--- src/rtl/wb_dbg_arbiter.sv ---
// Two-master round-robin arbiter that shares the debug/status slave port between two
// requesters. It serialises accesses, returns each response to its owner and aborts
// accesses the slave never answers.
module wb_dbg_arbiter #(
    parameter int unsigned TIMEOUT_CYCLES = 255
) (
    input  logic        PHY_CLK33_I,
    input  logic        PHY_RSTn_I,
    input  logic [31:0] M0_ADD_I,
    input  logic [31:0] M0_DATA_I,
    input  logic        M0_STB_I,
    input  logic        M0_WE_I,
    output logic [31:0] M0_DATA_O,
    output logic        M0_ACK_O,
    output logic        M0_VALID_O,
    output logic        M0_ERR_O,
    input  logic [31:0] M1_ADD_I,
    input  logic [31:0] M1_DATA_I,
    input  logic        M1_STB_I,
    input  logic        M1_WE_I,
    output logic [31:0] M1_DATA_O,
    output logic        M1_ACK_O,
    output logic        M1_VALID_O,
    output logic        M1_ERR_O,
    output logic [31:0] S_ADD_O,
    output logic [31:0] S_DATA_O,
    output logic        S_STB_O,
    output logic        S_WE_O,
    input  logic [31:0] S_DATA_I,
    input  logic        S_ACK_I,
    input  logic        S_VALID_I,
    output logic [1:0]  GNT_O,
    output logic [15:0] TIMEOUT_CNT_O
);

    localparam logic [1:0] ST_IDLE    = 2'd0;
    localparam logic [1:0] ST_BUSY    = 2'd1;
    localparam logic [1:0] ST_RELEASE = 2'd2;

    localparam logic [7:0] TIMER_LIMIT = 8'(TIMEOUT_CYCLES - 1);

    logic [1:0]  state_q, state_d;
    logic        owner_q, owner_d;
    logic        last_q, last_d;
    logic [7:0]  timer_q, timer_d;
    logic [31:0] s_add_q, s_add_d;
    logic [31:0] s_data_q, s_data_d;
    logic        s_stb_q, s_stb_d;
    logic        s_we_q, s_we_d;
    logic [1:0]  gnt_q, gnt_d;
    logic [1:0]  ack_q, ack_d;
    logic [1:0]  valid_q, valid_d;
    logic [1:0]  err_q, err_d;
    logic [31:0] m0_data_q, m0_data_d;
    logic [31:0] m1_data_q, m1_data_d;
    logic [15:0] tmo_cnt_q, tmo_cnt_d;

    logic        owner_stb;
    logic        win;

    assign owner_stb = owner_q ? M1_STB_I : M0_STB_I;

    always_comb begin
        state_d   = state_q;
        owner_d   = owner_q;
        last_d    = last_q;
        timer_d   = timer_q;
        s_add_d   = s_add_q;
        s_data_d  = s_data_q;
        s_stb_d   = s_stb_q;
        s_we_d    = s_we_q;
        gnt_d     = gnt_q;
        ack_d     = ack_q;
        valid_d   = valid_q;
        err_d     = err_q;
        m0_data_d = m0_data_q;
        m1_data_d = m1_data_q;
        tmo_cnt_d = tmo_cnt_q;
        win       = 1'b0;

        case (state_q)
            ST_IDLE: begin
                // A stale slave response must drain before the next access starts.
                if (!S_ACK_I && !S_VALID_I && (M0_STB_I || M1_STB_I)) begin
                    win      = (M0_STB_I && M1_STB_I) ? ~last_q : M1_STB_I;
                    owner_d  = win;
                    s_add_d  = win ? M1_ADD_I  : M0_ADD_I;
                    s_data_d = win ? M1_DATA_I : M0_DATA_I;
                    s_we_d   = win ? M1_WE_I   : M0_WE_I;
                    s_stb_d  = 1'b1;
                    gnt_d    = win ? 2'b10 : 2'b01;
                    timer_d  = 8'd0;
                    state_d  = ST_BUSY;
                end
            end
            ST_BUSY: begin
                if (!owner_stb) begin
                    s_stb_d = 1'b0;
                    state_d = ST_RELEASE;
                end else if (s_we_q && S_ACK_I) begin
                    ack_d[owner_q] = 1'b1;
                    s_stb_d        = 1'b0;
                    state_d        = ST_RELEASE;
                end else if (!s_we_q && S_VALID_I) begin
                    valid_d[owner_q] = 1'b1;
                    if (owner_q) begin
                        m1_data_d = S_DATA_I;
                    end else begin
                        m0_data_d = S_DATA_I;
                    end
                    s_stb_d = 1'b0;
                    state_d = ST_RELEASE;
                end else if (timer_q == TIMER_LIMIT) begin
                    err_d[owner_q] = 1'b1;
                    s_stb_d        = 1'b0;
                    if (tmo_cnt_q != 16'hFFFF) begin
                        tmo_cnt_d = tmo_cnt_q + 16'd1;
                    end
                    state_d = ST_RELEASE;
                end else begin
                    timer_d = timer_q + 8'd1;
                end
            end
            ST_RELEASE: begin
                if (!owner_stb) begin
                    ack_d[owner_q]   = 1'b0;
                    valid_d[owner_q] = 1'b0;
                    err_d[owner_q]   = 1'b0;
                    if (owner_q) begin
                        m1_data_d = 32'h0;
                    end else begin
                        m0_data_d = 32'h0;
                    end
                    gnt_d   = 2'b00;
                    last_d  = owner_q;
                    state_d = ST_IDLE;
                end
            end
            default: begin
                state_d = ST_IDLE;
            end
        endcase
    end

    always_ff @(posedge PHY_CLK33_I or negedge PHY_RSTn_I) begin
        if (!PHY_RSTn_I) begin
            state_q   <= ST_IDLE;
            owner_q   <= 1'b0;
            last_q    <= 1'b1;
            timer_q   <= 8'd0;
            s_add_q   <= 32'h0;
            s_data_q  <= 32'h0;
            s_stb_q   <= 1'b0;
            s_we_q    <= 1'b0;
            gnt_q     <= 2'b00;
            ack_q     <= 2'b00;
            valid_q   <= 2'b00;
            err_q     <= 2'b00;
            m0_data_q <= 32'h0;
            m1_data_q <= 32'h0;
            tmo_cnt_q <= 16'h0;
        end else begin
            state_q   <= state_d;
            owner_q   <= owner_d;
            last_q    <= last_d;
            timer_q   <= timer_d;
            s_add_q   <= s_add_d;
            s_data_q  <= s_data_d;
            s_stb_q   <= s_stb_d;
            s_we_q    <= s_we_d;
            gnt_q     <= gnt_d;
            ack_q     <= ack_d;
            valid_q   <= valid_d;
            err_q     <= err_d;
            m0_data_q <= m0_data_d;
            m1_data_q <= m1_data_d;
            tmo_cnt_q <= tmo_cnt_d;
        end
    end

    assign M0_DATA_O     = m0_data_q;
    assign M0_ACK_O      = ack_q[0];
    assign M0_VALID_O    = valid_q[0];
    assign M0_ERR_O      = err_q[0];
    assign M1_DATA_O     = m1_data_q;
    assign M1_ACK_O      = ack_q[1];
    assign M1_VALID_O    = valid_q[1];
    assign M1_ERR_O      = err_q[1];
    assign S_ADD_O       = s_add_q;
    assign S_DATA_O      = s_data_q;
    assign S_STB_O       = s_stb_q;
    assign S_WE_O        = s_we_q;
    assign GNT_O         = gnt_q;
    assign TIMEOUT_CNT_O = tmo_cnt_q;

endmodule

--- config.mk ---
export PLATFORM = sky130hd
export DESIGN_NAME = wb_dbg_arbiter
export DESIGN_NICKNAME = d
export VERILOG_FILES = /design/src/rtl/wb_dbg_arbiter.sv
export SDC_FILE = /design/constraint.sdc
export NUM_CORES = 1
export LEC_CHECK = 0
export BUFFER_PORTS_ARGS = -buffer_cell sky130_fd_sc_hd__buf_2
export CAP_MARGIN = 10
export CORE_AREA = 2 2 136 138
export DETAILED_ROUTE_END_ITERATION = 16
export DIE_AREA = 0 0 138 140
export GPL_ROUTABILITY_DRIVEN = 0
export GPL_TIMING_DRIVEN = 1
export PLACE_DENSITY = 0.86
export SLEW_MARGIN = 20
export SYNTH_ARGS = -nofsm -noshare
export SYNTH_HDL_FRONTEND = slang
export SYNTH_SLANG_ARGS = --single-unit
--- constraint.sdc ---
create_clock -name PHY_CLK33_I -period 2.1 [get_ports PHY_CLK33_I]
set_input_delay 0.21 -clock PHY_CLK33_I [delete_from_list [all_inputs] [get_ports PHY_CLK33_I]]
set_output_delay 0.21 -clock PHY_CLK33_I [all_outputs]
set_load 0.01 [all_outputs]
==> results.yml <==
status:
  status: "completed"
synth:
  synth_top_area_share_pct: 55.0
  synth_area_um2: 7500
  avgSynthCellArea_um2: 11.7
  ys_seq_elements: 166
  synthFlopType: "dfrtp_1"
  syn_nets: 815
  synth.largest_area_cell: "dfrtp_1"
  synth_warnings: 0
  synth_area_leaders: "dfrtp_1 (55%), mux2_2 (10%), mux2i_1 (8.8%)"
  synthArstFlopShare_pct: 100
  synth_common_cells: "dfrtp_1 (165), nand2_1 (78), o21ai_0 (72)"
  yosysMostFrequentCell: "dfrtp_1"
  seq_area_frac_synth_pct: 55.4
  synth_edf_count: 0
  postSynthCellCount: 644
  synthDistinctLibCells: 46
routing:
  via_per_inst: 4.92
  dr.pass1.iters: 6
  route.detailed.drc: 0
  routed_wl_mm: 20.1
  wl_per_cell_um: 16.5
  drtIter0Drc: 286
  ant_nets: 0
  vias: 5991
cts:
  cts_max_level: 4
  postCtsSetupBuffers: 0
  clk_latency_ps: 430
  clkSinkCount: 166
  clock_path_buffers: 2
  cts_tree: "done"
  clk_pin_slew_worst_paths_ps: 70
  cts_made_buffers: 17
  ctsRootBufferMaster: "clkbuf_16"
timing:
  worst_pin_slew_ps: 479
  min_period_ps: 1980
  hold-worst-slack_ps: 64.0
  slew_violations: 0
  fmax_mhz: 506
  rsz0062_at_grt: "false"
  maxSlewHeadroom_pct: 68.0
  hold_viol_final: 0
  setup_violations: 0
  finClkSkew_ps: 11.2
  period_share_pct: 94.2
final_layout:
  num_antenna_cells: 0
  area_growth_pct: 35.9
  num-nets-final: 1146
  drive_above_1_share_pct: 48.0
  fin_util_pct: 57.4
setup_path:
  required_ps: 2440
  timing.rr.start: "state_q[1]$_DFFE_PN0P_"
  worstSetupEndpoint: "TIMEOUT_CNT_O[14]$_DFFE_PN0P_"
  critPathCaptureType: "register"
  cp-startpoint: "state_q[1]$_DFFE_PN0P_"
  rrSetupSlack_ps: 120
  cp.arrival_ps: 2320
  startpoint_type: "register"
  ff2ff_path_depth: 5
  timing.rr.end: "TIMEOUT_CNT_O[14]$_DFFE_PN0P_"
  path_max_fanout: 12
  critical_path_class: "reg -> reg"
power_and_ir_drop:
  ir_drop_v: 0.000705
  leakage_uw: 0.00515
  fin_total_pwr_uw: 13100
  p_per_area_nw_per_um2: 1290
floorplanning:
  io_pins: 322
  start_util_pct: 42.2
  core_um2: 17800
  fp.dieW_um: 138
  die-area_um2: 19300
  die_h_um: 140
  rows: 49
global_route:
  grt.total_usage_pct: 21.0
  grt_overflow: 0
  grt_pass1_wl_mm: 31.9
  grt_pass1_vias: 5855
  antenna_found_initial: 0
  grt_max_degree: 135
hold_path:
  hp-class: "in -> reg"
placement:
  dpl.hpwl_mm: 15.5
  io_buffers: 321
job:
  timing.max_cap.violations: 0
==> cells by family (layout without fill, tap and decap cells) <==
kind of cell	count (synthesis)	count (layout)	synth area share [%]
compound gates	98	98	7.04
xor+xnor	15	15	1.75
fa+ha+maj	3	3	0.500
buf+inv	46	390	2.80
flops	166	166	55.4
mux	133	133	18.9
simple gates	183	183	13.7
==> flip-flops by register name, indices dropped and copies added (netlist names), 2 cells and up, named ones only <==
register / cells
GNT_O: 2
M0_DATA_O: 32
M1_DATA_O: 32
S_ADD_O: 32
S_DATA_O: 32
TIMEOUT_CNT_O: 16
state_q: 2
timer_q: 8
==> worst min-delay path by stage <==
stage | start | to | slack, ps | depth (start not counted)
floorplan | PHY_RSTn_I | GNT_O[0]$_DFFE_PN0P_ | -90 | 0
global placement | PHY_RSTn_I | M0_DATA_O[2]$_DFFE_PN0P_ | 50 | 1
detailed placement | PHY_RSTn_I | M0_DATA_O[2]$_DFFE_PN0P_ | 50 | 1
CTS | M0_ADD_I[1] | S_ADD_O[1]$_DFFE_PN0P_ | 50 | 3
global route | M0_DATA_I[31] | S_DATA_O[31]$_DFFE_PN0P_ | 70 | 3
finish | M0_ADD_I[27] | S_ADD_O[27]$_DFFE_PN0P_ | 60 | 3
==> critical path, cell delays in order, from the launching register on <==
cell and delay (ps):
dfrtp_1 380, nand2b_1 160, or4b_4 600, buf_4 240
nor4_2 330, xor2_1 180
==> per-stage QoR <==
step / cell area (um2) / worst slack (ps) / TNS (ps) / instances
detailed placement: 9580 / -35.3 / -52.1 / 1184
floorplan: 7500 / 91.7 / 0 / 644
global placement: 9580 / 72.5 / 0 / 1184
global route: 10200 / 0.892 / 0 / 1217
finish: 10200 / 122 / 0 / 1217
CTS: 10200 / 103 / 0 / 1217
==> where the power goes <==
| group | leakage, uW | switching, uW | total, uW | internal, uW |
|---|---|---|---|---|
| combinational | 0.00278 | 2580 | 4800 | 2220 |
| clock | 0.000286 | 1460 | 3090 | 1630 |
| sequential | 0.00208 | 699 | 5230 | 4530 |
==> cell usage in the layout (no fill, tap or decap), types with 2 or more instances in the layout <==
cell	netlist	layout
a21oi_1	7	6
a31oi_1	5	5
and2_1	33	33
and3_1	3	3
and4_1	5	5
buf_12	0	7
buf_2	15	320
buf_4	1	24
clkbuf_16	0	17
clkinv_8	0	4
clkinvlp_4	0	2
dfrtp_1	165	165
ha_1	3	3
inv_1	5	5
inv_6	0	3
inv_8	0	4
mux2_2	67	67
mux2i_1	66	66
nand2_1	78	78
nand2b_1	3	3
nand3_1	14	14
nand4_1	7	7
nor2_1	8	8
nor2b_1	4	4
nor3_1	2	2
nor4_2	12	13
nor4b_2	2	2
o21ai_0	72	72
o21ai_4	0	2
o22ai_1	2	2
o31ai_1	2	2
or2_2	2	2
or3_1	2	2
or4_1	2	2
xor2_1	15	15
==> metal layers <==
layer  wire (um)  up-vias  part of all wire, %  GRT usage [%]
li1            -     2932                    -              -
met1        8270     2799                   41           25.6
met2       10200      235                   51           37.0
met3        1190       25                  5.9           5.06
met4         396        0                  2.0           6.87
met5           0        -                    0              0
==> what timing repair did <==
item / in CTS / in global routing
endpoints found under the setup margin: 6 / 0
gates resized for setup: 1 / 0
hold endpoints to repair: 165 / 0
hold buffers: 1 / 0
==> layout make-up <==
class,instances,area [um2]
flip-flops and latches,166,4160
clock buffers,18,439
inverters,5,18.8
well taps,229,287
clock inverters,14,160
multi-input cells,432,3190
repair buffers,353,1940
fillers,1500,7580
(Power assumes the default switching activity.)
